--- config.mk ---
export PLATFORM = sky130hd
export DESIGN_NAME = lh_frame_driver_flat
export DESIGN_NICKNAME = d
export VERILOG_FILES = /design/src/rtl/lh_frame_driver_pkg.sv /design/src/rtl/lh_frame_driver_if.sv /design/src/rtl/lh_frame_driver.sv /design/src/flat_wrapper.sv
export SDC_FILE = /design/constraint.sdc
export NUM_CORES = 1
export LEC_CHECK = 0
export CORE_MARGIN = 2
export CORE_UTILIZATION = 48
export CTS_BUF_LIST = sky130_fd_sc_hd__clkbuf_4 sky130_fd_sc_hd__clkbuf_8
export DETAILED_ROUTE_END_ITERATION = 8
export GPL_TIMING_DRIVEN = 0
export HOLD_SLACK_MARGIN = 0.06
export PLACE_DENSITY = 0.95
export SLEW_MARGIN = 20
export SYNTH_ARGS = -nofsm -noshare
export SYNTH_HDL_FRONTEND = slang
export SYNTH_SLANG_ARGS = --single-unit
--- constraint.sdc ---
create_clock -name clk -period 8.18 [get_ports clk]
set_clock_uncertainty 0.15 [all_clocks]
set_input_delay 1.636 -clock clk [delete_from_list [all_inputs] [get_ports clk]]
set_output_delay 1.636 -clock clk [all_outputs]
set_load 0.05 [all_outputs]
--- src/rtl/lh_frame_driver_pkg.sv ---
// ---------------------------------------------------------------------------
// lh_pkg : light_hash command codes and frame-driver FSM encoding
// rev 1.0
// ---------------------------------------------------------------------------
`default_nettype none

package lh_pkg;

  typedef enum logic [1:0] {
    CMD_HEAD    = 2'b00,
    CMD_TAIL    = 2'b01,
    CMD_MESSAGE = 2'b10,
    CMD_IDLE    = 2'b11
  } cmd_t;

  typedef enum logic [3:0] {
    FSM_IDLE     = 4'd0,
    FSM_HEAD     = 4'd1,
    FSM_HEAD_GAP = 4'd2,
    FSM_FETCH    = 4'd3,
    FSM_MSG      = 4'd4,
    FSM_MSG_WAIT = 4'd5,
    FSM_TAIL     = 4'd6,
    FSM_DIG_WAIT = 4'd7,
    FSM_OUT      = 4'd8
  } fsm_t;

endpackage

`default_nettype wire

--- src/rtl/lh_frame_driver_if.sv ---
// ---------------------------------------------------------------------------
// lh_frame_driver_if : byte stream, light_hash command and digest handshakes
// rev 1.0
// ---------------------------------------------------------------------------
`default_nettype none

interface lh_frame_driver_if;

  logic        in_valid;
  logic [7:0]  in_byte;
  logic        in_last;
  logic        in_ready;
  logic        message_valid;
  logic [1:0]  state;
  logic [7:0]  message_byte;
  logic        next_byte;
  logic [63:0] digest;
  logic        digest_ready;
  logic [63:0] out_digest;
  logic        out_valid;
  logic        out_ready;
  logic        err;

  // master is the frame driver itself
  modport master (
    input  in_valid, in_byte, in_last, next_byte, digest, digest_ready, out_ready,
    output in_ready, message_valid, state, message_byte, out_digest, out_valid, err
  );

  modport slave (
    output in_valid, in_byte, in_last, next_byte, digest, digest_ready, out_ready,
    input  in_ready, message_valid, state, message_byte, out_digest, out_valid, err
  );

endinterface

`default_nettype wire

--- src/rtl/lh_frame_driver.sv ---
// ---------------------------------------------------------------------------
// lh_frame_driver : turns a byte stream into head/message/tail light_hash
//                   commands and returns the resulting digest. rev 1.0
// ---------------------------------------------------------------------------
`default_nettype none

module lh_frame_driver
  import lh_pkg::*;
#(
  parameter int DIGEST_TIMEOUT = 1024,
  parameter int CNT_W          = 11
) (
  input  logic              clk,
  input  logic              rst,
  lh_frame_driver_if.master bus
);

  localparam logic [CNT_W-1:0] CNT_LAST = CNT_W'(DIGEST_TIMEOUT - 1);

  fsm_t             fsm_q, fsm_d;
  logic [7:0]       msg_byte_q, msg_byte_d;
  logic             last_flag_q, last_flag_d;
  logic             wait_first_q, wait_first_d;
  logic [CNT_W-1:0] cnt_q, cnt_d;
  logic [63:0]      out_digest_q, out_digest_d;

  logic             message_valid;
  cmd_t             cmd;
  logic             in_ready;
  logic             out_valid;
  logic             err;

  always_ff @(posedge clk or posedge rst) begin
    if (rst) begin
      fsm_q        <= FSM_IDLE;
      msg_byte_q   <= '0;
      last_flag_q  <= 1'b0;
      wait_first_q <= 1'b0;
      cnt_q        <= '0;
      out_digest_q <= '0;
    end else begin
      fsm_q        <= fsm_d;
      msg_byte_q   <= msg_byte_d;
      last_flag_q  <= last_flag_d;
      wait_first_q <= wait_first_d;
      cnt_q        <= cnt_d;
      out_digest_q <= out_digest_d;
    end
  end

  always_comb begin
    fsm_d         = fsm_q;
    msg_byte_d    = msg_byte_q;
    last_flag_d   = last_flag_q;
    wait_first_d  = wait_first_q;
    cnt_d         = cnt_q;
    out_digest_d  = out_digest_q;
    message_valid = 1'b0;
    cmd           = CMD_IDLE;
    in_ready      = 1'b0;
    out_valid     = 1'b0;
    err           = 1'b0;

    case (fsm_q)
      // the byte that wakes us up is only fetched after the head command
      FSM_IDLE: begin
        if (bus.in_valid) fsm_d = FSM_HEAD;
      end
      FSM_HEAD: begin
        message_valid = 1'b1;
        cmd           = CMD_HEAD;
        fsm_d         = FSM_HEAD_GAP;
      end
      FSM_HEAD_GAP: begin
        fsm_d = FSM_FETCH;
      end
      FSM_FETCH: begin
        in_ready = 1'b1;
        if (bus.in_valid) begin
          msg_byte_d  = bus.in_byte;
          last_flag_d = bus.in_last;
          fsm_d       = FSM_MSG;
        end
      end
      FSM_MSG: begin
        message_valid = 1'b1;
        cmd           = CMD_MESSAGE;
        wait_first_d  = 1'b1;
        fsm_d         = FSM_MSG_WAIT;
      end
      // next_byte may not have risen yet in the first cycle after the strobe
      FSM_MSG_WAIT: begin
        wait_first_d = 1'b0;
        if (!wait_first_q && !bus.next_byte) begin
          fsm_d = last_flag_q ? FSM_TAIL : FSM_FETCH;
        end
      end
      FSM_TAIL: begin
        message_valid = 1'b1;
        cmd           = CMD_TAIL;
        cnt_d         = '0;
        fsm_d         = FSM_DIG_WAIT;
      end
      FSM_DIG_WAIT: begin
        if (bus.digest_ready) begin
          out_digest_d = bus.digest;
          fsm_d        = FSM_OUT;
        end else if (cnt_q == CNT_LAST) begin
          err   = 1'b1;
          fsm_d = FSM_IDLE;
        end else begin
          cnt_d = cnt_q + 1'b1;
        end
      end
      FSM_OUT: begin
        out_valid = 1'b1;
        if (bus.out_ready) fsm_d = FSM_IDLE;
      end
      default: begin
        fsm_d = FSM_IDLE;
      end
    endcase
  end

  assign bus.in_ready      = in_ready;
  assign bus.message_valid = message_valid;
  assign bus.state         = cmd;
  assign bus.message_byte  = msg_byte_q;
  assign bus.out_digest    = out_digest_q;
  assign bus.out_valid     = out_valid;
  assign bus.err           = err;

endmodule

`default_nettype wire

--- src/flat_wrapper.sv ---
// flat-port wrapper written by rule: the top's interface ports become plain ports
module lh_frame_driver_flat import lh_pkg::*;
#(
  parameter int DIGEST_TIMEOUT = 1024,
  parameter int CNT_W          = 11
)
  (clk, rst, bus_in_valid, bus_in_byte, bus_in_last, bus_next_byte, bus_digest, bus_digest_ready, bus_out_ready, bus_in_ready, bus_message_valid, bus_state, bus_message_byte, bus_out_digest, bus_out_valid, bus_err);
  lh_frame_driver_if bus_i ();
  input  logic clk;
  input  logic rst;
  input wire logic [$bits(bus_i.in_valid)-1:0] bus_in_valid;
  input wire logic [$bits(bus_i.in_byte)-1:0] bus_in_byte;
  input wire logic [$bits(bus_i.in_last)-1:0] bus_in_last;
  input wire logic [$bits(bus_i.next_byte)-1:0] bus_next_byte;
  input wire logic [$bits(bus_i.digest)-1:0] bus_digest;
  input wire logic [$bits(bus_i.digest_ready)-1:0] bus_digest_ready;
  input wire logic [$bits(bus_i.out_ready)-1:0] bus_out_ready;
  output wire logic [$bits(bus_i.in_ready)-1:0] bus_in_ready;
  output wire logic [$bits(bus_i.message_valid)-1:0] bus_message_valid;
  output wire logic [$bits(bus_i.state)-1:0] bus_state;
  output wire logic [$bits(bus_i.message_byte)-1:0] bus_message_byte;
  output wire logic [$bits(bus_i.out_digest)-1:0] bus_out_digest;
  output wire logic [$bits(bus_i.out_valid)-1:0] bus_out_valid;
  output wire logic [$bits(bus_i.err)-1:0] bus_err;
  assign bus_i.in_valid = bus_in_valid;
  assign bus_i.in_byte = bus_in_byte;
  assign bus_i.in_last = bus_in_last;
  assign bus_i.next_byte = bus_next_byte;
  assign bus_i.digest = bus_digest;
  assign bus_i.digest_ready = bus_digest_ready;
  assign bus_i.out_ready = bus_out_ready;
  assign bus_in_ready = bus_i.in_ready;
  assign bus_message_valid = bus_i.message_valid;
  assign bus_state = bus_i.state;
  assign bus_message_byte = bus_i.message_byte;
  assign bus_out_digest = bus_i.out_digest;
  assign bus_out_valid = bus_i.out_valid;
  assign bus_err = bus_i.err;
  lh_frame_driver #(.DIGEST_TIMEOUT(DIGEST_TIMEOUT), .CNT_W(CNT_W)) u_core (.clk(clk), .rst(rst), .bus(bus_i));
endmodule
* After elaboration in Yosys (flattened, before gate mapping)
Cells that the tools add are included.
Word-level totals: register bits after elaboration 89, logic and storage cells 53, output and inout bits 78, input bits 79
Cells by class: $add $sub $neg 1, equal/unequal tests 16, multiplexer cells 19, reduce and logical (&&, ||, !) cells 11
Operator list (count):
- case mux 4 bit (9 select lines) | 1
- 2-to-1 mux 4 bit | 6
- 2-to-1 mux 11 bit | 2
- case mux 11 bit (2 select lines) | 1
- equality test 4 x 3 -> 1 bit, second input constant | 4
- adder 11 x 1 -> 11 bit, second input constant | 1
- equality test 11 x 10 -> 1 bit, second input constant | 1
- != test 2 bit, second input constant | 5
- equality test 4 x 2 -> 1 bit, second input constant | 2
- 2-to-1 mux 1 bit | 6
- case mux 2 bit (3 select lines) | 1
- AND reduction 5 bit | 1
- equality test 4 x 1 -> 1 bit, second input constant | 1
- equality test 4 bit, second input constant | 1
- logical NOT 4 bit | 1
- AND reduction 2 bit | 2
- nonzero test 2 bit | 2
- 2-to-1 mux 3 bit | 1
- != test 3 x 2 -> 1 bit, second input constant | 1
- AND reduction 3 bit | 1
- OR reduction 3 bit | 1
- logical NOT 1 bit | 2
- != test 2 x 1 -> 1 bit, second input constant | 1
- case mux 1 bit (2 select lines) | 1
- logical AND 1 bit | 1

* Depth between registers and ports, before layout
Gate-level depths: netlist (run 1).
word-level depth 4, depth in mapped cells 6, mapped depth without buffers 5

* Worst setup path before layout (run 1)
OpenSTA, ideal clock, no wires.
path kind input port to output port, from input port bus_digest_ready, to output port bus_err, required time 6.394 ns, arrival 3.298 ns, setup slack 3.096 ns, path buffers 0, cell stages on the path 3, cell sequence inv_1 -> nand2b_4 -> nor4_1
On the way: longest elaborated chain between the ends 2
RTL lines:
- from (decl) | RTL line flat_wrapper.sv:16 | input wire logic [$bits(bus_i.digest_ready)-1:0] bus_digest_ready;
- 2-to-1 mux 1 bit | RTL line lh_frame_driver.sv:105 | if (bus.digest_ready) begin
- 2-to-1 mux 1 bit | RTL line lh_frame_driver.sv:64 | case (fsm_q)
- to (decl) | RTL line flat_wrapper.sv:24 | output wire logic [$bits(bus_i.err)-1:0] bus_err;
Every way passes these cells.

* Worst setup path in the final report (run 1)
Same ends and word-level chain as after synthesis.

==> results of run 1 <==
==> path summary, 6_finish.rpt <==
| check | endpoint | slack [ns] | depth (start not counted) |
|---|---|---|---|
| max | bus_err | 2.99 | 5 |
| min | u_core.bus.out_digest[35]$_DFFE_PP0P_ | 0.36 | 1 |
| max reg2reg | u_core.cnt_q[3]$_DFFE_PP0P_ | 5.99 | 6 |
| min reg2reg | u_core.bus.out_digest[35]$_DFFE_PP0P_ | 0.36 | 1 |
| max in group asynchronous | u_core.bus.out_digest[4]$_DFFE_PP0P_ | 5.71 | 3 |
| min in group asynchronous | u_core.bus.out_digest[31]$_DFFE_PP0P_ | 1.55 | 2 |
==> stage by stage <==
step                hold slack [ns]  total power, mW
floorplan                     0.325             1.75
global placement              0.335             2.22
detailed placement            0.342             2.27
CTS                           0.362             2.59
global route                  0.371             2.68
finish                        0.359             2.57
==> layout make-up <==
cell class / count / share of cell area
timing repair buffer: 157 / 0.275
clock buffer: 11 / 0.0262
clock inverter: 5 / 0.0108
sequential: 89 / 0.385
multi-input combinational: 167 / 0.255
buffer: 16 / 0.0212
inverter: 7 / 0.00498
tap: 102 / 0.0221
==> kinds of logic after synthesis <==
logic type / synth area share
and+or+nand+nor: 0.0851
AOI/OAI and AO/OA: 0.0767
DFF: 0.578
adders and majority gates: 0.00325
muxes: 0.213
xor gates and xnor gates: 0.00455
buffers and inverters: 0.0387
==> synthesized netlist by cell type, drive strengths merged <==
master	number
o211ai	2
clkinv	1
and4	1
nand4	3
clkbuf	3
dfrtp	89
mux2	73
and3	2
a41oi	1
ha	1
inv	6
nand3	5
and3b	1
a31oi	3
or2	3
nand2b	3
o31ai	10
xnor2	2
a21oi	4
a21o	1
o21ai	7
nor2	9
nor4b	1
o31a	2
nand3b	1
a22oi	3
nand4b	1
o41ai	3
nor4	2
o221ai	1
buf	13
nor3	4
or3	4
a31o	1
or3b	1
nand2	10
a22o	1
a211oi	1
==> power by group <==
part | leakage, nW | switching [mW] | internal (mW) | total [mW]
clock | 0.102 | 0.159 | 0.160 | 0.318
sequential | 1.10 | 0.111 | 0.638 | 0.749
combinational | 1.28 | 0.943 | 0.564 | 1.51
==> registers in the layout, indices dropped and copies added (netlist names) <==
register and cells:
u_core.bus.message_byte 8, u_core.bus.out_digest 64, u_core.cnt_q 11, u_core.fsm_q 4
u_core.last_flag_q 1, u_core.wait_first_q 1
==> metal layers <==
layer / vias to the layer above / global-route usage / wire length, um
li1: 1348 / - / -
met1: 1412 / 0.249 / 3560
met2: 135 / 0.379 / 4770
met3: 7 / 0.0540 / 737
met4: 0 / 0.0616 / 92
met5: - / 0 / 0
==> worst max-delay path: stages <==
cell	delay [ns]
sky130_fd_sc_hd__clkdlybuf4s50_1	0.40
sky130_fd_sc_hd__inv_1	0.18
sky130_fd_sc_hd__nand2b_4	0.10
sky130_fd_sc_hd__nor4_1	0.23
sky130_fd_sc_hd__clkdlybuf4s50_1	0.86
==> impl.org, run 1 <==
** STA
- Worst Tran Pin Value :: 0.583 ns
- Relative max-transition margin :: 0.606
- Final hold violation count :: 0
- Setup ws final :: 2.99 ns
- Max Transition Viols Final :: 0
- Setup repair after global routing left no endpoint under its margin.
- The clock period could shrink to 5.19 ns.
- Dividing the final minimum period by the clock period gives 0.635.
- Setup violations remaining at the end of the flow were counted as 0.
- Setup TNS :: 0 ns
- Highest clock rate :: 193 MHz

** Clock tree
- Number of H-tree levels :: 3
- Clock latency of the later-clocked register in the worst-skew pair :: 0.35 ns
- Clk slew on worst S/H paths :: 0.08 ns
- In this run the clock root is driven by a sky130_fd_sc_hd__clkbuf_8.
- In this run, post-CTS hold repair placed 0 buffers.
- TritonCTS clock tree :: done
- Counting every sink on the clock net gives 89.
- Number of buffers added by the clock tree synthesis step :: 9
- The clock passes through at most 2 buffers.
- Gates resized during post-CTS repair numbered 0.
- Count of buffers added by post-CTS timing repair for setup :: 0

** Drt
- For this block, the routed nets add up to 9160 um of wire.
- Number of optimization iterations in the first detailed-route pass :: 4
- DRC violations left :: 0
- Antenna viol nets, final :: 0
- For this block, the initial DRC count from the detailed router was 105.
- Post-detailed-route via-to-cell ratio :: 5.24
- DR WL/cell :: 16.5 um
- Routed via count :: 2,902

** Status
- The run finished with clean final reports.

** Layout
- Multi-input gate area :: 0.00148 mm2
- Cell area after layout :: 0.00578 mm2
- Area growth from synthesis to layout :: 50.2%
- Antenna diode count :: 0
- Leaving out fill and tap cells, the most frequent cells in the layout are 156 x sky130_fd_sc_hd__clkdlybuf4s50_1, 89 x sky130_fd_sc_hd__dfrtp_1, 73 x sky130_fd_sc_hd__mux2_2, 11 x sky130_fd_sc_hd__clkbuf_8.
- Final design utilization :: 0.745
- Count of placed standard cells in the final layout, fillers left out :: 554
- Flip-flop and latch area :: 0.00223 mm2
- Of the cells placed in the final design, the portion with a size suffix greater than 1 is 0.257.
- The library cell used most frequently in the layout, excluding fill and tap cells, is sky130_fd_sc_hd__clkdlybuf4s50_1.
- Counting the fill cells in the layout gives 522.
- Layout net count :: 527

** Place
- Placed cell count :: 538
- During placement, the flow inserted port buffers numbering 156.
- At the end of routability-driven placement, the weighted congestion stood at 0.819.
- Pre-CTS WS :: 2.95 ns
- Summed over all nets, the half-perimeter wirelength after detailed placement is 6920 um.
- After detailed placement, the total cell area comes to 0.00557 mm2.

** Die
- The total area inside the core boundary comes to 0.00777 mm2.
- The floorplan step defined a die boundary enclosing 0.00876 mm2.
- I/O pin count :: 157
- Die X :: 93.6 um
- Vertical die dimension :: 93.6 um
- Effective utilization at floorplan :: 0.496
- The floorplan has 32 rows.

** Logic synthesis
- Sequential area share after synthesis :: 0.578
- Count of cell types in the netlist :: 48
- For this run, the number of Yosys warnings is 0.
- Synthesis produced 279 cells.
- A synthesized cell averages 13.8 um2.
- Biggest area contributors in the synthesized netlist :: sky130_fd_sc_hd__dfrtp_1 58%, sky130_fd_sc_hd__mux2_2 21%, sky130_fd_sc_hd__o31ai_1 1.9%, sky130_fd_sc_hd__buf_6 1.8%, sky130_fd_sc_hd__nand2_1 0.97%
- When the netlist entered floorplanning its net count stood at 359.
- Area leader, netlist :: sky130_fd_sc_hd__dfrtp_1
- Area of the mapped netlist :: 0.00385 mm2
- FF+latch count, synth :: 89
- The share of synthesized area in the top cell type comes to 0.578.

** Power
- In this run the power density over the cells is 445 mW/mm2.
- Max VDD drop :: 331 uV
- Leakage power of the design :: 2.48 nW

** Critical path
- Data arrives at the worst endpoint at 3.40 ns.
- STA classifies the critical path endpoint as an output pin.
- Of all nets on the critical path, the largest fanout is 6.
- Type of origin of the critical path :: input port
- Tracing the worst setup path back leads to its startpoint at bus_digest_ready.
- Data on the critical path is required at its endpoint by 6.39 ns.
- RR Startpoint :: u_core.cnt_q[1]$_DFFE_PP0P_
- The worst setup path is of the input port to output pin kind.

** Global routing
- Across every metal layer, demand over resource in global routing totals 0.211.
- Global-route wire length before repair :: 14,400 um
- Number of antenna violations at the first check in global routing :: 0
- Entering global routing, the biggest net connects 46 pins.
- The number of global-route vias before repair came to 3,013.
- Total overflow reported by the global router :: 0

** Worst hold path
- Classification of the worst-slack hold path :: flip-flop to flip-flop
- The startpoint identified for the worst hold timing path is u_core.bus.out_digest[35]$_DFFE_PP0P_.

** Flow run
- Max Cap Violations :: 0
No activity file was read; power rests on OpenSTA's default activity.
==> run 2, diff against run 1 <==
- CORE_UTILIZATION: 48 -> 40
- PLACE_DENSITY: 0.95 -> 0.87
- clock period: 8.18 -> 4.6 ns (I/O delays scaled with it)
==> run 2 against run 1 <==
Net effect:
- count of clock-buffer cells in the layout unchanged
- clock power increased by 76%
- cell count grew 4.9%
- via count decreased by 0.55%
- register-to-register slack got worse by 3.6 ns
- utilization fell by 12 points
- first-iteration DRC count fell by 25%
- global-route usage shrank 3.6 points
- critical path type is now flip-flop to output pin
- non-clock buffer count did not move
- flip-flop and latch count did not move
==> impl.org, run 2 (same netlist as run 1, synthesis figures left out) <==
** Status
- Status :: finished, final reports clean

** Clock tree
- Cell chosen for the clock root :: sky130_fd_sc_hd__clkbuf_8
- The clock transition at the registers of the reported paths came to 0.09 ns (about the same).
- The worst-case clock buffer depth came to 2 (unchanged).
- TritonCTS clock tree :: done
- The number of gates given a new drive strength after cts is 0 (unchanged).
- Number of H-tree levels :: 3 (unchanged)
- The post-CTS repair timing setup buffer count was 0 (unchanged).
- The count of hold-fix buffers inserted at cts came to 0 (unchanged).
- The total clock buffers created by CTS came to 9 (unchanged).
- The clock insertion delay at the later pin of the skew report is 0.34 ns (about the same).
- The number of clock sinks is 89 (unchanged).

** Worst hold path
- Hold Path Cell Cnt :: 1 (unchanged)
- Classification of the worst-slack hold path :: flip-flop to flip-flop
- In this run the most critical hold path is launched from u_core.bus.out_digest[61]$_DFFE_PP0P_.
- Endpoint of the worst hold-timing path :: u_core.bus.out_digest[61]$_DFFE_PP0P_

** Die
- Die X :: 102 um (+9.1%)
- I/O pin count :: 157 (unchanged)
- Standard cell core area :: 0.00928 mm2 (+20%)
- Vertical die dimension :: 102 um (+9.1%)
- The starting density of the core came to 0.415 (-0.0810).
- Overall die area :: 0.0104 mm2 (+19%)
- FP Rows :: 35 (+9.4%)

** Critical path
- The worst setup path is of the flip-flop to output pin kind.
- The data required time of the critical path was 3.53 ns (-2.86 ns).
- The register-to-register setup slack came to 2.38 ns (-3.61 ns).
- The number of cells traversed by the worst register-to-register path came to 6 (unchanged).
- STA classifies the critical path startpoint as a flip-flop.
- Element type at the critical path end :: output pin
- Endpoint arrival time on the critical path :: 2.73 ns (-0.67 ns)
- The worst register-to-register path begins at u_core.cnt_q[0]$_DFFE_PP0P_.
- CP max FO :: 10 (+4)
- The endpoint identified for the worst register-to-register timing path is u_core.cnt_q[5]$_DFFE_PP0P_.

** Place
- The half-perimeter wire length of the detailed placement result was 6780 um (-1.9%).
- Gp weighted congestion :: 0.844 (+3.0%)
- The quantity of I/O buffers inserted on ports is 156 (unchanged).
- Pre-CTS WS :: 0.860 ns (-2.09 ns)

** Power
- The total power density per cell area came to 785 mW/mm2 (+76%).
- Leakage power of the design :: 2.48 nW (+0.14%)
- Max VDD drop :: 442 uV (+34%)

** STA
- Setup ws final :: 0.804 ns (-2.19 ns)
- The final count of negative-setup-slack endpoints was 0 (unchanged).
- Relative max-transition margin :: 0.619 (+0.0139)
- Highest clock rate :: 263 MHz
- Worst Tran Pin Value :: 0.567 ns (-0.0169 ns)
- The count of endpoints failing hold in the final timing report was 0 (unchanged).
- Dividing the final minimum period by the clock period gives 0.825.
- Max Transition Viols Final :: 0 (unchanged)
- Final critical delay including setup and external delays :: 3.80 ns
- Unrepaired setup endpoints after global routing :: no

** Global routing
- The number of global-route vias before repair is 2,936 (-2.6%).
- The initial antenna violation count came to 0 (unchanged).
- The wire length of the first global-routing pass is 14,300 um (-0.81%).
- Largest net degree at the start of global routing :: 53 (+15%)
- Total overflow reported by the global router :: 0 (unchanged)
- The total global routing track utilization came to 0.175 (-0.0356).

** Drt
- The total wirelength of the detailed-routed design came to 9130 um (-0.29%).
- Antenna viol nets, final :: 0 (unchanged)
- Routed via count :: 2,886 (-0.55%)
- The final routed DRC violation total is 0 (unchanged).
- The detail-routed via count per cell is 4.97 (-5.2%).
- The average routed wire per standard cell came to 15.7 um (-4.9%).
- Initial drt markers :: 79 (-25%)
- The number of iterations in the first detailed-routing pass is 4 (unchanged).

** Flow run
- The number of maximum-capacitance constraint violations came to 0 (unchanged).

** Layout
- Commonest cells after routing, fill and taps aside :: 156 x sky130_fd_sc_hd__clkdlybuf4s50_1, 89 x sky130_fd_sc_hd__dfrtp_1, 73 x sky130_fd_sc_hd__mux2_2, 11 x sky130_fd_sc_hd__clkbuf_8
- The fill cell instance count of the final layout was 749 (+43%).
- Leaving out fill and tap cells, the most frequent cell in the layout is sky130_fd_sc_hd__clkdlybuf4s50_1.
- Antenna diode count :: 0 (unchanged)
- Final design utilization :: 0.627 (-0.118)
- Compared with the post-synthesis result, the final layout area differs by 51.1%.
- Fraction of layout cells with a size suffix above 1 :: 0.257 (unchanged)
- Largest register FFs :: 64 (unchanged)
- Layout net count :: 527 (unchanged)
==> run 2: worst max-delay path: stages, from the launching register on <==
cell                              delay (ns)
sky130_fd_sc_hd__dfrtp_1                0.47
sky130_fd_sc_hd__buf_4                  0.22
sky130_fd_sc_hd__clkinv_1               0.26
sky130_fd_sc_hd__or3_1                  0.44
sky130_fd_sc_hd__a21oi_1                0.15
sky130_fd_sc_hd__clkdlybuf4s50_1        0.83
==> run 2: where the power goes <==
group,internal [mW],switching (mW)
clock,0.284,0.276
combinational,1.00,1.67
sequential,1.13,0.202
total,2.42,2.15
==> run 2: worst max path at each step <==
stage                                                 end  cells past startpoint  slack, ns                         from
finish                                  bus_message_valid                      5       0.80  u_core.fsm_q[0]$_DFFE_PP0P_
global route                            bus_message_valid                      5       0.65  u_core.fsm_q[0]$_DFFE_PP0P_
CTS                                     bus_message_valid                      5       0.80  u_core.fsm_q[0]$_DFFE_PP0P_
detailed placement                                bus_err                      5       0.86             bus_digest_ready
global placement    u_core.bus.out_digest[30]$_DFFE_PP0P_                      2      -0.06                          rst
floorplan                                         bus_err                      3       0.95             bus_digest_ready
==> run 2: per-layer routing <==
metal,wire (um),up-vias,part of all wire,global-route usage
met5,0,-,0,0
met4,128,0,0.014,0.0585
met3,690,11,0.076,0.0506
met2,4570,113,0.50,0.297
met1,3740,1411,0.41,0.217
li1,-,1351,-,-
==> run 2: area by class of cell <==
class	count	area (um2)	share of cell area
inverter	7	28.8	0.00495
tap	129	161	0.0277
clock inverter	5	63.8	0.0110
buffer	16	123	0.0211
sequential	89	2230	0.383
timing repair buffer	157	1590	0.273
clock buffer	11	151	0.0260
multi-input combinational	167	1480	0.253
==> run 2: per-stage QoR <==
step	power, mW	std cells	instance area, um2	hold slack, ns	setup TNS (ns)
CTS	4.61	581	5820	0.361	0
global placement	3.96	564	5570	0.336	-5.03
floorplan	3.12	279	3850	0.325	0
detailed placement	4.03	565	5600	0.342	0
finish	4.57	581	5820	0.355	0
global route	4.79	581	5820	0.370	0
==> run 3, diff against run 2 <==
- clock period: 4.6 -> 3.05 ns (I/O delays scaled with it)
==> run 3 against run 2 <==
Net effect:
- sequential power is 50% higher
- setup slack got worse by 0.70 ns
- power grew 48%
- die area stayed put
- first-iteration DRC count is 5.1% higher
- critical path type unchanged
==> impl.org, run 3 (same netlist as run 1, synthesis figures left out) <==
** Flow run
- Max Cap Violations :: 0 (unchanged)

** Drt
- Initial drt markers :: 83 (+5.1%)
- The total via count in the routed design is 2,865 (-0.73%).
- The average routed wire per standard cell is 15.6 um (-1.0%).
- The detail-routed via count per cell was 4.91 (-1.1%).
- The final routed DRC violation total is 0 (unchanged).
- The number of iterations in the first detailed-routing pass was 4 (unchanged).
- Antenna viol nets, final :: 0 (unchanged)
- The total wirelength of the detailed-routed design was 9070 um (-0.67%).

** Power
- Power share of the sequential group :: 0.297 (+0.004)
- The total power density per cell area came to 1160 mW/mm2 (+48%).
- The internal power consumption is 3.53 mW (+46%).
- Leakage power of the design :: 2.47 nW (-0.39%)
- The overall power after layout is 6.77 mW (+48%).
- Clock share of power :: 0.108 (-0.015)
- Share of total power consumed by net switching :: 0.479 (+0.00860)
- The peak ir drop on the vdd network is 633 uV (+43%).
- Net switching power figure :: 3.24 mW (+51%)
- The combinational cell fraction of total power was 0.595 (+0.010).

** Place
- Gp weighted congestion :: 0.863 (+2.2%)
- The quantity of I/O buffers inserted on ports is 156 (unchanged).
- Detailed placement HPWL :: 6900 um (+1.7%)

** Layout
- Commonest cells after routing, fill and taps aside :: 153 x sky130_fd_sc_hd__clkdlybuf4s50_1, 88 x sky130_fd_sc_hd__dfrtp_1, 73 x sky130_fd_sc_hd__mux2_2, 10 x sky130_fd_sc_hd__nand2_1, 10 x sky130_fd_sc_hd__o31ai_1
- From synthesis to final layout, the design area changed by 51.5%.
- The number of antenna repair diodes came to 0 (unchanged).
- Largest register FFs :: 64 (unchanged)
- Leading cell type in the layout, fill and taps excluded :: sky130_fd_sc_hd__clkdlybuf4s50_1
- The fraction of layout instances using a drive strength above 1 is 0.271 (+0.0143).
- Layout net count :: 529 (+0.38%)

** Global routing
- The wire length of the first global-routing pass came to 14,000 um (-2.3%).
- GRT Overall Usage :: 0.173 (-0.00250)
- Total overflow reported by the global router :: 0 (unchanged)
- Number of antenna violations at the first check in global routing :: 0 (unchanged)
- Via count of the first global-routing pass :: 2,905 (-1.1%)
- Largest net degree at the start of global routing :: 32 (-40%)

** Critical path
- The arrival time reported for the critical path endpoint came to 2.18 ns (-0.55 ns).
- STA classifies the critical path startpoint as a flip-flop.
- The critical path is of the flip-flop to output pin type.
- The number of cells traversed by the worst register-to-register path was 6 (unchanged).
- The critical path starts at u_core.fsm_q[1]$_DFFE_PP0P_.
- The data required time of the critical path was 2.29 ns (-1.24 ns).
- Element type at the critical path end :: output pin
- In this run the critical register-to-register path is launched from u_core.cnt_q[1]$_DFFE_PP0P_.
- The highest net fanout along the worst path was 10 (unchanged).

** Status
- Status :: finished, final reports clean

** Clock tree
- The clock insertion delay at the later pin of the skew report came to 0.34 ns (about the same).
- TritonCTS clock tree :: done
- The number of clock sinks is 89 (unchanged).
- The post-CTS repair timing setup buffer count came to 0 (unchanged).
- The total clock buffers created by CTS is 9 (unchanged).
- Clk slew on worst S/H paths :: 0.09 ns (about the same)
- The worst-case clock buffer depth came to 2 (unchanged).
- Number of H-tree levels :: 3 (unchanged)
- Hold-fix buffers at CTS :: 0 (unchanged)
- Cell chosen for the clock root :: sky130_fd_sc_hd__clkbuf_8

** Die
- The count of pins on the block boundary came to 157 (unchanged).
- The area enclosed by the die boundary was 0.0104 mm2 (unchanged).
- The starting density of the core is 0.415 (unchanged).
- Standard cell core area :: 0.00928 mm2 (unchanged)
- Die X :: 102 um (unchanged)
- FP Rows :: 35 (unchanged)
- The overall die height is 102 um (unchanged).

** STA
- Max Transition Viols Final :: 0 (unchanged)
- The post-route worst hold slack came to 0.359 ns (+0.00386 ns).
- The transition at the pin with the smallest max-transition slack came to 0.557 ns (-0.00920 ns).
- Number of failing setup endpoints in the final timing report :: 0 (unchanged)
- Highest clock rate :: 340 MHz
- The max-slew headroom at the worst pin was 0.626 (+0.00618).
- Ratio of final minimum period to clock period :: 0.965
- The worst path needs 2.94 ns of the cycle, external delays included.
- Unrepaired setup endpoints after global routing :: no
- The count of endpoints failing hold in the final timing report was 0 (unchanged).

** Worst hold path
- Min-delay src :: u_core.bus.out_digest[4]$_DFFE_PP0P_
- The hold-critical path depth is 1 (unchanged).
- Classification of the worst-slack hold path :: flip-flop to flip-flop
run 3: changes by cell type in the layout (fill, tap and decap cells not counted), sizes merged:
cell,previous run,this run
dlygate4sd2,0,1
clkinvlp,1,5
buf,14,16
clkdlybuf4s15,0,2
clkbuf,14,13
clkinv,4,2
clkdlybuf4s50,156,153
bufinv,1,0
run 3: per-stage QoR:
stage / instances / util / area, um2 / TNS (ns) / setup slack (ns)
2_1_floorplan: 279 / - / 3870 / 0 / 0.175
3_3_place_gp: 564 / 0.602 / 5590 / -0.0492 / -0.0390
3_5_place_dp: 567 / 0.609 / 5660 / -0.0593 / -0.0444
4_1_cts: 583 / 0.628 / 5830 / 0 / 0.0847
5_1_grt: 583 / 0.629 / 5840 / 0 / 0.000195
6_report: 583 / 0.629 / 5840 / 0 / 0.107
run 3: area by class of cell:
class | instances | area, um2
multi-input combinational | 167 | 1490
sequential | 89 | 2230
buffer | 16 | 123
timing repair buffer | 159 | 1630
inverter | 7 | 31.3
clock inverter | 6 | 43.8
clock buffer | 10 | 131
fill | 749 | 3450
tap | 129 | 161
run 3: path summary, 6_finish.rpt:
check	end	slack [ns]
worst max-delay path	bus_state[0]	0.11
worst min-delay path	u_core.bus.out_digest[4]$_DFFE_PP0P_	0.36
worst max register to register	u_core.cnt_q[4]$_DFFE_PP0P_	0.82
worst min register to register	u_core.bus.out_digest[4]$_DFFE_PP0P_	0.36
max in group asynchronous	u_core.bus.out_digest[60]$_DFFE_PP0P_	1.69
min in group asynchronous	u_core.bus.message_byte[1]$_DFFE_PP0P_	0.43
run 3: timing repair:
action / in CTS / in global routing
endpoints found under the setup margin: 3 / 3
endpoints found under the hold margin: 0 / 0
resized for setup: 6 / 2
run 3: routing by layer:
metal,routed length (um),vias up,track usage,part of all wire
met5,0,-,0,0
met4,96,0,0.0410,0.011
met3,779,10,0.0670,0.086
met2,4580,109,0.301,0.50
met1,3620,1392,0.203,0.40
li1,-,1354,-,-
run 3: worst max-delay path: stages (launching register included):
cell and delay [ns]:
sky130_fd_sc_hd__dfrtp_1 0.37, sky130_fd_sc_hd__buf_2 0.17, sky130_fd_sc_hd__clkbuf_1 0.21, sky130_fd_sc_hd__or3_1 0.39, sky130_fd_sc_hd__clkdlybuf4s50_1 0.70
run 3: power by group through the flow:
stage               Clock, mW  Combinational [mW]  Sequential [mW]
floorplan                   0                1.07             3.64
global placement            0                3.98             2.00
detailed placement          0                4.05             2.04
CTS                     0.755                4.06             2.01
global route            0.814                4.22             2.07
finish                  0.729                4.03             2.01
==> variant: new RTL, config.mk and constraints of run 3 <==
`CNT_W` is set to 11 in 2 places; all go to 22.
--- a/src/rtl/lh_frame_driver.sv
+++ b/src/rtl/lh_frame_driver.sv
@@ -8,7 +8,7 @@
   import lh_pkg::*;
 #(
   parameter int DIGEST_TIMEOUT = 1024,
-  parameter int CNT_W          = 11
+  parameter int CNT_W          = 22
 ) (
   input  logic              clk,
   input  logic              rst,
--- a/src/flat_wrapper.sv
+++ b/src/flat_wrapper.sv
@@ -2,7 +2,7 @@
 module lh_frame_driver_flat import lh_pkg::*;
 #(
   parameter int DIGEST_TIMEOUT = 1024,
-  parameter int CNT_W          = 11
+  parameter int CNT_W          = 22
 )
   (clk, rst, bus_in_valid, bus_in_byte, bus_in_last, bus_next_byte, bus_digest, bus_digest_ready, bus_out_ready, bus_in_ready, bus_message_valid, bus_state, bus_message_byte, bus_out_digest, bus_out_valid, bus_err);
   lh_frame_driver_if bus_i ();
Formal check against the unedited RTL: same outputs for any inputs over 10 cycles, from zero or initial values and one cycle with rst high; that may be too few to reach the edited logic, so the function may still have changed.
==> variant against run 3 <==
Final area increased by 8.3%; combinational power increased by 1%; global-route usage increased by 1.7 points; count of clock-buffer cells in the layout decreased by 1; total power increased by 3.9%; sequential cell count increased by 11; synthesized area increased by 12%; non-clock buffer count decreased by 1; wire length increased by 19%; critical path depth unchanged; maximum frequency increased by 2.3%; die area increased by 11%; worst setup slack improved by 0.065 ns; critical endpoint is now bus_err.
==> variant: results (changes against run 3) <==
Seq/Total Area, Yosys=58.1% (+0.29 points); Post-synth top cells=100 x dfrtp_1, 73 x mux2_2, 22 x nand2_1; first-pass GRT wire length=17.5 mm (+25%); leak pwr=2.69 nW (+8.8%); later-pin clock latency in the skew report=0.37 ns (+0.03 ns); reg2reg end=u_core.cnt_q[14]$_DFFE_PP0P_; grt ovf=0 (unchanged); Post-Syn Nets=418 (+16%); Fill cells=818 (+9.2%); largest net degree at the start of global routing=34 (+6.3%); slowest CP cell=dfrtp_1; Synth Area in Adders=0.291% (-0.034 points); Synth Area in XOR/XNOR=2.03% (+1.6 points); max_slew headroom=34.7% (-28 points); dpl hpwl=7.99 mm (+16%); synth unique cells=44 (-8.3%); Nets=588 (+11%); Hold Path Class=register to register; Hold Path Stages=2 (+1); warnings from Yosys=0 (unchanged); R2R Path Start=u_core.fsm_q[1]$_DFFE_PP0P_; post-synthesis mux area share=19.8% (-1.5 points); layout cells sized above 1=22.4% (-4.7 points); R2R Setup Slk=0.74 ns (-0.08 ns); Routability Congestion=0.911 (+5.6%); CP top delay family=simple AND/OR/NAND/NOR gates; All-Layer GR Usage=19.0% (+1.7 points); Max FO, Critical Path=8 (-2); via count=3,393 (+18%); Worst VDD drop=0.782 mV (+24%); compound-cell area share of the yosys netlist=5.03% (-2.6 points); DP Area=6110 µm² (+8.1%); IO Port Bufs=156 (unchanged); Arr. time, crit path=2.12 ns (-0.06 ns); number of global-route vias before repair=3,691 (+27%); status=completed; hold path start=u_core.wait_first_q$_DFFE_PP0P_; Routed WL=10.8 mm (+19%); Register-to-Register Path Depth=4 (-2); CP max stage delay=0.45 ns (-0.25 ns); fraction of registers with async set/reset=100% (unchanged); top_reg_cell synth=dfrtp_1; Hold EP=u_core.wait_first_q$_DFFE_PP0P_; largest cells by area after synthesis=dfrtp_1 58%, mux2_2 19%, nand2_1 1.9%; 1st-iter DRT viols=183 (+120%)
[variant: cell types whose count changed after synthesis, sizes merged, moves of 4 or more]
| cell | delta |
|---|---|
| nand2 | +12 |
| dfrtp | +11 |
| nor2 | +8 |
| o31ai | -8 |
| xor2 | +8 |
| a21oi | +7 |
| nand4 | +7 |
| nor4 | +5 |
| nand3 | +4 |
| o21ai | +4 |
[variant: area by class of cell]
class	count	area [µm²]	share of cell area (%)
clock inverter	7	60.1	0.951
timing repair buffer	159	1630	25.8
tap	136	170	2.69
sequential	100	2500	39.6
multi-input combinational	216	1730	27.4
clock buffer	9	124	1.96
buffer	15	71.3	1.13
inverter	7	30.0	0.475
[variant: routing by layer]
metal	part of all wire, %	global-route usage (%)
met5	0	0
met4	3.0	7.14
met3	7.8	6.17
met2	52	32.8
met1	37	21.9
[variant: worst min-delay path, delay by kind of cell (launching register included)]
kind	cells	cell delay (ns)
AOI/OAI and AO/OA	1	0.06
and+or+nand+nor	1	0.05
DFF	1	0.36
[variant: kinds of logic (layout without fill, tap and decap cells)]
family | Yosys count | after routing
adder cells (fa/ha/maj) | 1 | 1
flip-flops | 100 | 100
XOR/XNOR | 10 | 10
buffers and inverters | 22 | 197
AO/OA/AOI/OAI | 35 | 35
multiplexers | 76 | 76
AND/OR/NAND/NOR | 94 | 94
[variant: worst max path at each step]
stage                                             from                                     end  slack (ns)  cells after the start
final                     u_core.cnt_q[18]$_DFFE_PP0P_                                 bus_err        0.17                      4
after global routing       u_core.cnt_q[0]$_DFFE_PP0P_                                 bus_err        0.09                      5
after CTS                 u_core.cnt_q[19]$_DFFE_PP0P_                                 bus_err        0.01                      4
after detailed placement              bus_digest_ready                                 bus_err       -0.12                      3
after global placement                bus_digest_ready                                 bus_err       -0.10                      3
after floorplan            u_core.fsm_q[2]$_DFFE_PP0P_  u_core.bus.message_byte[0]$_DFFE_PP0P_        0.13                      4
[variant: repair_timing]
action	CTS	global route
setup buffers	0	0
gates resized for setup	8	6
setup endpoints to repair	3	4
[variant: power breakdown]
part / switching [mW] / internal, mW
registers: 0.301 / 1.86
clock network: 0.498 / 0.310
logic: 2.58 / 1.49
total: 3.38 / 3.66
[variant: per-stage QoR]
step | TNS [ns] | worst slack [ns] | hold WS, ns | total power, mW | instances
after floorplan | 0 | 0.127 | 0.299 | 4.85 | 338
after global placement | -0.102 | -0.102 | 0.328 | 6.15 | 630
after CTS | 0 | 0.0116 | 0.354 | 7.07 | 649
after global routing | 0 | 0.0879 | 0.373 | 7.36 | 649
final | 0 | 0.172 | 0.350 | 7.04 | 649
after detailed placement | -0.123 | -0.123 | 0.333 | 6.26 | 633
